`src/rtl/one_to_eight_demux.sv`:
```
// one_to_eight_demux
// Registered 1-to-8 demultiplexer / serial deserializer. It is the receiving
// end of an 8-to-1 mux lane scheme and steers one serial bit into one of
// eight held output lanes.
//   - Addressed mode (auto = 0): a valid bit is written to lane `sel`.
//   - Auto mode (auto = 1): a valid bit is written to lane `ptr`, and then
//     `ptr` advances. When lane 7 is captured, the completed byte is latched
//     into `frame` and `frame_done` pulses for one cycle.
//
// Optional feature macro: DEMUX_PARITY_EN
//   When defined, adds a registered `parity` output. It holds the XOR of the
//   completed frame and updates on the same edge as `frame`.
//
// Ports:
//   clk         system clock, rising edge
//   rst         synchronous active-high reset
//   in          serial data bit
//   in_valid    capture `in` on this edge
//   sel [2:0]   lane address (addressed mode only)
//   auto        1 = pointer mode, 0 = addressed mode
//   clear       synchronous clear of lanes, pointer and frame state
//   out [7:0]   held lane register, bit k = lane k
//   frame [7:0] last completed auto-mode frame
//   frame_done  one-cycle pulse when `frame` updates
//   ptr [2:0]   auto-mode lane pointer
//   busy        auto-mode frame partially captured
//   parity      XOR of `frame` (DEMUX_PARITY_EN only)
module one_to_eight_demux #(
    parameter logic [7:0] RESET_VAL = 8'h00
) (
    input  logic       clk,
    input  logic       rst,
    input  logic       in,
    input  logic       in_valid,
    input  logic [2:0] sel,
    input  logic       auto,
    input  logic       clear,
    output logic [7:0] out,
    output logic [7:0] frame,
    output logic       frame_done,
    output logic [2:0] ptr,
`ifdef DEMUX_PARITY_EN
    output logic       parity,
`endif
    output logic       busy
);

    logic [7:0] out_n;
    logic [7:0] frame_n;
    logic       done_n;
    logic [2:0] ptr_n;
    logic       busy_n;
`ifdef DEMUX_PARITY_EN
    logic       parity_n;
`endif

    always_comb begin
        out_n   = out;
        frame_n = frame;
        done_n  = 1'b0;
        ptr_n   = ptr;
`ifdef DEMUX_PARITY_EN
        parity_n = parity;
`endif
        if (clear) begin
            // A bit that is valid in the same cycle as clear is dropped.
            out_n   = RESET_VAL;
            frame_n = RESET_VAL;
            ptr_n   = '0;
`ifdef DEMUX_PARITY_EN
            parity_n = 1'b0;
`endif
        end else if (!auto) begin
            // Addressed mode keeps the pointer parked at lane 0. As a result,
            // a switch into auto mode always starts a fresh frame.
            ptr_n = '0;
            if (in_valid) begin
                out_n[sel] = in;
            end
        end else if (in_valid) begin
            out_n[ptr] = in;
            ptr_n      = ptr + 3'd1;
            if (ptr == 3'd7) begin
                // The register does not yet hold lane 7, so the completed
                // word is assembled from the incoming bit.
                frame_n = {in, out[6:0]};
                done_n  = 1'b1;
`ifdef DEMUX_PARITY_EN
                parity_n = ^{in, out[6:0]};
`endif
            end
        end
        busy_n = auto && (ptr_n != 3'd0);
    end

    always_ff @(posedge clk) begin
        if (rst) begin
            out        <= RESET_VAL;
            frame      <= RESET_VAL;
            frame_done <= 1'b0;
            ptr        <= '0;
            busy       <= 1'b0;
`ifdef DEMUX_PARITY_EN
            parity     <= 1'b0;
`endif
        end else begin
            out        <= out_n;
            frame      <= frame_n;
            frame_done <= done_n;
            ptr        <= ptr_n;
            busy       <= busy_n;
`ifdef DEMUX_PARITY_EN
            parity     <= parity_n;
`endif
        end
    end

endmodule

```
`config.mk`:
```
export PLATFORM = sky130hd
export DESIGN_NAME = one_to_eight_demux
export DESIGN_NICKNAME = d
export VERILOG_FILES = /design/src/rtl/one_to_eight_demux.sv
export SDC_FILE = /design/constraint.sdc
export NUM_CORES = 1
export LEC_CHECK = 0
export BUFFER_PORTS_ARGS = -buffer_cell sky130_fd_sc_hd__buf_2
export CAP_MARGIN = 20
export CORE_MARGIN = 3
export CORE_UTILIZATION = 44
export CTS_CLUSTER_SIZE = 12
export DETAILED_ROUTE_END_ITERATION = 8
export PLACE_DENSITY = 0.73
export SETUP_SLACK_MARGIN = 0.02
export SYNTH_ARGS = -nofsm -noshare
export SYNTH_HDL_FRONTEND = slang
export SYNTH_SLANG_ARGS = --single-unit
export TNS_END_PERCENT = 5
```
`constraint.sdc`:
```
create_clock -name clk -period 1.3 [get_ports clk]
set_input_delay 0.26 -clock clk [delete_from_list [all_inputs] [get_ports clk]]
set_output_delay 0.26 -clock clk [all_outputs]
set_load 0.05 [all_outputs]
```
==> reports/results.ini, run 1 <==
[status]
status=completed

[cells_and_area]
fin_cells=160
mostFrequentLayoutCells=buf_2, nand2_1, dfxtp_1, mux2i_1, a21oi_1
regArea_um2=429
multiInputGateArea_um2=527
layout_commonest_cell=buf_2
drive_above_1_share=0.376
area_growth_pct=26.4
antennaDiodeCount=0
nets=145
fillers=179

[clock_tree]
cts_root_buffer=clkbuf_4
clk_pin_slew_ns=0.12
clk_path_buf_depth=2
post_cts_buffers=0
cts.sinks=21
cts_hold_buf=0
cts_max_level=1
cts_buffers=3
cts_tree=yes
clock_latency_ns=0.30

[sta]
setup_viol_count_final=0
skew_ns=0.00245
final.min_clock_period_ns=1.26
setup_tns_ns=0
rsz0062_at_grt=true
worst_pin_slew_ns=0.308
fin_crit_sh=0.970
max_freq_ghz=0.793
finalMaxSlewViolations=0
finalHoldViolations=0
relSlewSlack=0.794
hold_ws_ns=0.206
setup_slack_ns=0.0389

[placement]
gp_congestion=0.787
place_ws_ns=0.0292
portBuffers=29
dp_hpwl_mm=1.56
post-place-cells=156

[floorplanning]
floorplan.core_area_um2=2000
die_x_um=52.3
rows=16
dieArea_um2=2740
ioPinCount=30
start_util=0.472
die_y_um=52.3

[global_routing]
globalRouteOverflowTotal=0
met3_usage=0.0342
grt_pass1_vias=773
grt_use_met1=0.221
grt_pass1_wl_mm=3.44
antenna_found_initial=0
met2_usage=0.264
grt-busiest-layer=met2
grt_use_total=0.166
grt_start_max_net_pins=13

[synthesis]
yosys.area.top_type=dfxtp_1
synth.cell_area_um2=945
synth_fp_nets=112
ys_seq_elements=21
yosysSeqAreaShare=0.445
synth_top_area_frac=0.445
synth_cell_types=26
synthTopCellsByArea=dfxtp_1, mux2i_1, nand2_1, a21oi_1, a22oi_2
yosysWarnings=0
synth_area_per_cell_um2=9.35
syn-instance-count=101

[critical_path]
crit_slowest_cell=dfxtp_4
crit_buf_inv=1
required_ns=1.04
path_depth=1
crit_family=flip-flops
worstPathCellList=buf_2
endpoint_kind=output pin
cpPeakStageDelay_ns=0.41
worst-r2r-setup-slack_ns=0.07
ff2ff_path_depth=3
path_max_fanout=7
crit_path_start_kind=register
crit_arrival_ns=1.00
worstSetupPathType=register to output pin

[routing]
drt-pass1-iter-count=5
dr.first_iter.drc_count=30
drc=0
wl_mm=2.08
post_drt_wl_per_cell_um=13.0
via_per_inst=5.20
vias=832
ant_nets=0

[min_path]
min_delay_path_depth=3
hp-class=primary input to register

[power]
p_leak_nw=0.542
fin_total_pwr_mw=1.07
power.density_nw_per_um2=896
peakVddDrop_mv=0.613

[job]
cap_violations=0

## cell usage after synthesis
master and count:
clkbuf_1 1, a311oi_1 1, and3b_2 1, nor2_4 1, and3_1 1, nor2_1 7, buf_6 1, ha_1 2
and3_4 1, or2_1 1, nand2_1 26, xnor2_1 1, nor3b_2 1, nor4_1 1, nor2b_1 4, mux2i_1 10
nand3_1 1, a22oi_2 3, and2_1 1, a32oi_2 1, and3b_4 1, a32oi_1 1, dfxtp_1 21, buf_2 1
a21oi_1 8, a22oi_1 3
## sequential cells by signal, summed over array words and instances, names as in the netlist
| register | count |
|---|---|
| busy | 1 |
| frame | 8 |
| out | 8 |
| ptr | 3 |
| frame_done | 1 |
## cell families after synthesis
logic type               count (synthesis)  synth area share
AND/OR/NAND/NOR                         47             0.250
flip-flops                              21             0.445
AO/OA/AOI/OAI                           17             0.142
multiplexers                            10             0.106
buffers and inverters                    3            0.0212
adder cells (fa/ha/maj)                  2            0.0265
XOR/XNOR                                 1           0.00927
## final cells by class
| class | count | share of cell area |
|---|---|---|
| Clock buffer | 3 | 0.0189 |
| Clock inverter | 1 | 0.00419 |
| Multi-Input combinational cell | 77 | 0.441 |
| Sequential cell | 21 | 0.360 |
| Tap cell | 27 | 0.0283 |
| Timing Repair Buffer | 31 | 0.148 |
## power by group
part	switching [mW]	internal, mW
sequential	0.00374	0.644
combinational	0.0647	0.0372
clock	0.206	0.115
total	0.274	0.796
## metrics by stage
stage	utilization	cell area, um2
final	0.596	1190
after global routing	0.596	1190
after CTS	0.591	1180
after detailed placement	0.569	1140
after global placement	0.569	1140
after floorplan	-	972
## per-layer routing
metal	part of all wire	vias to the layer above
met5	0	-
met4	0	0
li1	-	416
met1	0.47	388
met3	0.056	0
met2	0.47	28
## what timing repair did
action / 4_1_cts / 5_1_grt
endpoints found under the setup margin: 10 / 11
pin swaps: 0 / 0
gates resized for setup: 5 / 3
## final timing paths
kind,startpoint,to
setup / recovery,ptr[0],ptr[0]
hold / removal,in,frame[7]
setup reg to reg,ptr[0],out[0]
hold reg to reg,frame[4],frame[4]
Note: power is estimated with default switching activity, not from simulation.
==> run 2: changes to the inputs <==
CORE_UTILIZATION = 45   (was 44)
PLACE_DENSITY = 0.79   (was 0.73)
clock period = 1.6 ns   (was 1.3 ns; I/O delays follow)
==> run 2 against run 1 <==
Compared with the run above: design area down 4.9%; die area down 2.0%; first-iteration DRC count down 70%; combinational power down 25%; critical path depth unchanged; critical path type unchanged; critical endpoint is now ptr[2]; largest power group unchanged.
==> reports/results.ini, run 2 (synthesis results as in run 1) <==
[clock_tree]
cts_buffers=3
cts_root_buffer=clkbuf_4
clock_latency_ns=0.30
cts_max_level=1
cts.sinks=21
clk_path_buf_depth=2
post_cts_buffers=0
cts_tree=yes
clk_pin_slew_ns=0.12
cts_hold_buf=0

[sta]
setup_slack_ns=0.135
hold_ws_ns=0.255
relSlewSlack=0.789
finalMaxSlewViolations=0
rsz0062_at_grt=false
setup_viol_count_final=0
max_freq_ghz=0.682
fin_crit_sh=0.916
skew_ns=0.000516
finalHoldViolations=0
worst_pin_slew_ns=0.317
final.min_clock_period_ns=1.47
setup_tns_ns=0

[critical_path]
worstSetupPathType=register to output pin
crit_slowest_cell=dfxtp_1
r2r_start=ptr[1]
endpoint=ptr[2]
endpoint_kind=output pin
worst-r2r-setup-slack_ns=0.18
reg2reg_to=frame[6]
crit_arrival_ns=1.15
path_max_fanout=9
ff2ff_path_depth=5
path_depth=1
required_ns=1.28
crit_buf_inv=1
worstPathCellList=buf_2
critPathLaunch=ptr[2]
crit_family=flip-flops
crit_path_start_kind=register
cpPeakStageDelay_ns=0.51

[cells_and_area]
drive_above_1_share=0.336
fin_cells=156
finalInstanceArea_um2=1130
antennaDiodeCount=0
area_growth_pct=20.1
mostFrequentLayoutCells=buf_2, nand2_1, dfxtp_1, mux2i_1, a21oi_1
utilization=0.611
nets=143
layout_commonest_cell=buf_2
reg.largest.list=frame: 8 flops, out: 8 flops, ptr: 3 flops

[routing]
ant_nets=0
post_drt_wl_per_cell_um=12.7
drc=0
vias=813
via_per_inst=5.21
drt-pass1-iter-count=4
dr.first_iter.drc_count=9
wl_mm=1.98

[placement]
portBuffers=29
gp_congestion=0.750
post-place-cells=152
place_ws_ns=0.222
dp_hpwl_mm=1.51
place_area_um2=1100

[power]
p_leak_nw=0.530
peakVddDrop_mv=0.371
fin_total_pwr_mw=0.863
power.density_nw_per_um2=760

[global_routing]
grt_use_total=0.167
grt-busiest-layer=met2
antenna_found_initial=0
globalRouteOverflowTotal=0
grt_pass1_vias=791
grt_use_met1=0.216
grt_pass1_wl_mm=3.41
met2_usage=0.290
grt_start_max_net_pins=12
met3_usage=0.0172

[min_path]
hp-class=primary input to register
min-delay-start=in

[status]
status=completed

[floorplanning]
die_x_um=51.8
floorplan.core_area_um2=1860
dieArea_um2=2680
rows=15
start_util=0.508
die_y_um=51.8
ioPinCount=30

[job]
cap_violations=0

-- run 2: changes by cell type in the layout (fill, tap and decap cells not counted), sizes merged --
cell    previous run  this run
buf               31        29
clkbuf             3         4
clkinv             1         0
-- run 2: worst min-delay path by stage --
stage / end / slack, ns / cells past startpoint
floorplan: frame[7] / 0.46 / 2
global placement: frame[4] / 0.44 / 2
detailed placement: frame[3] / 0.44 / 2
CTS: frame[7] / 0.25 / 3
global route: frame[7] / 0.25 / 3
finish: frame[7] / 0.26 / 3
-- run 2: cell type report --
cell class	instances	area, um2
fillers	168	723
clock buffers	4	26.3
well taps	25	31.3
repair buffers	29	145
multi-input cells	77	509
flip-flops and latches	21	423
-- run 2: worst min-delay path: stages --
cell and delay [ns]:
buf_2 0.10, nand2_1 0.05, a21oi_1 0.05
-- run 2: report_power, final --
part | switching, mW | internal, mW | total, mW
registers | 0.00291 | 0.526 | 0.529
logic | 0.0490 | 0.0278 | 0.0767
clock network | 0.160 | 0.0972 | 0.257
-- run 2: per-layer routing --
metal / vias up / part of all wire
met1: 372 / 0.47
met4: 0 / 0.011
met5: - / 0
met3: 4 / 0.057
met2: 26 / 0.47
li1: 411 / -
-- run 2: what timing repair did --
action / 4_1_cts / 5_1_grt
endpoints found under the hold margin: 0 / 0
setup endpoints to repair: 0 / 2
gates resized for setup: 0 / 1
==> run 3: changes to the inputs <==
SETUP_SLACK_MARGIN = 0.15   (was 0.02)
==> run 3 against run 2 <==
Compared with the run above: sequential power barely moved; combinational power rose by 0.5%; first-iteration DRC count rose to 2.7 times the previous value; power fell by 0.26%; design area rose by 0.33%; die area did not move.
==> reports/results.ini, run 3 (synthesis results as in run 1) <==
[global_routing]
globalRouteOverflowTotal=0
grt_use_total=0.164
grt-busiest-layer=met2
grt_pass1_wl_mm=3.29
grt_pass1_vias=755
met2_usage=0.288
grt_start_max_net_pins=13
antenna_found_initial=0
grt_use_met1=0.196
met3_usage=0.0287

[cells_and_area]
mostFrequentLayoutCells=buf_2, nand2_1, dfxtp_1, mux2i_1, a21oi_1
drive_above_1_share=0.359
nets=143
area_growth_pct=20.5
reg.largest.list=frame: 8 flops, out: 8 flops, ptr: 3 flops
antennaDiodeCount=0
multiInputGateArea_um2=510
fillers=180
regArea_um2=424
layout_commonest_cell=buf_2

[floorplanning]
start_util=0.508
dieArea_um2=2680
floorplan.core_area_um2=1860
die_y_um=51.8
ioPinCount=30
die_x_um=51.8
rows=15

[min_path]
hp-class=primary input to register
min_delay_path_depth=3

[critical_path]
required_ns=1.83
endpoint_kind=register
crit_arrival_ns=1.60
path_max_fanout=9
worstSetupPathType=register to register
ff2ff_path_depth=5
crit_path_start_kind=register

[sta]
final.min_clock_period_ns=1.37
setup_slack_ns=0.232
worst_pin_slew_ns=0.319
rsz0062_at_grt=false
relSlewSlack=0.787
finalHoldViolations=0
setup_viol_count_final=0
setup_tns_ns=0
finalMaxSlewViolations=0
max_freq_ghz=0.731
skew_ns=0.00299
fin_crit_sh=0.855

[placement]
gp_congestion=0.828
dp_hpwl_mm=1.56
portBuffers=29
place_ws_ns=0.178

[clock_tree]
cts.sinks=21
cts_max_level=1
cts_buffers=3
clk_pin_slew_ns=0.12
cts_root_buffer=clkbuf_4
clock_latency_ns=0.30
cts_hold_buf=0
cts_tree=yes
clk_path_buf_depth=2

[routing]
ant_nets=0
wl_mm=2.04
vias=818
dr.first_iter.drc_count=24
via_per_inst=5.24
post_drt_wl_per_cell_um=13.1
drc=0
drt-pass1-iter-count=4

[status]
status=completed

[power]
power.density_nw_per_um2=756
peakVddDrop_mv=0.422
p_leak_nw=0.533
swShare=0.249
fin_total_pwr_mw=0.861
pwr-share-comb=0.090
p_clk_frac=0.296
seq_power_share=0.615
p_sw_mw=0.214
p_int_mw=0.647

[job]
cap_violations=0

-- run 3: changes by cell type in the layout (fill, tap and decap cells not counted), sizes merged --
| cell | change |
|---|---|
| clkinv | +1 |
| clkbuf | -1 |
-- run 3: area by class of cell --
class                      count  share of cell area
multi-input combinational     77               0.448
sequential                    21               0.373
timing repair buffer          29               0.127
tap                           25              0.0275
clock buffer                   3              0.0198
clock inverter                 1             0.00440
-- run 3: per-layer routing --
layer / part of all wire / vias to the layer above
li1: - / 413
met1: 0.45 / 382
met2: 0.49 / 21
met3: 0.054 / 2
met4: 0.0059 / 0
met5: 0 / -
-- run 3: worst max-delay path, stage by stage, from the launching register on --
cell and delay (ns):
dfxtp_2 0.43, ha_1 0.17, ha_1 0.17, and3_2 0.28, nand2_1 0.09, a21oi_1 0.15
-- run 3: repair_timing --
action                                  4_1_cts  5_1_grt
endpoints found under the setup margin        0        8
setup buffers                                 0        0
gates resized for setup                       0        2
-- run 3: metrics by stage --
stage | cell area (um2) | instances | hold WS, ns | util
after floorplan | 948 | 101 | 0.456 | -
after global placement | 1100 | 152 | 0.442 | 0.595
after detailed placement | 1100 | 152 | 0.445 | 0.595
after CTS | 1130 | 156 | 0.247 | 0.609
after global routing | 1140 | 156 | 0.262 | 0.613
final | 1140 | 156 | 0.260 | 0.613
-- run 3: worst paths after layout --
check | end | slack (ns) | start
setup / recovery | frame[1] | 0.23 | ptr[1]
hold / removal | frame[7] | 0.26 | in
setup reg to reg | frame[1] | 0.23 | ptr[1]
hold reg to reg | frame[5] | 0.46 | frame[5]
-- run 3: power groups by stage --
stage / Clock (mW) / Combinational (mW) / Sequential [mW]
detailed placement: 0 / 0.0767 / 0.541
floorplan: 0 / 0.0419 / 0.552
global placement: 0 / 0.0747 / 0.541
finish: 0.255 / 0.0771 / 0.529
CTS: 0.270 / 0.0768 / 0.529
global route: 0.284 / 0.0843 / 0.530
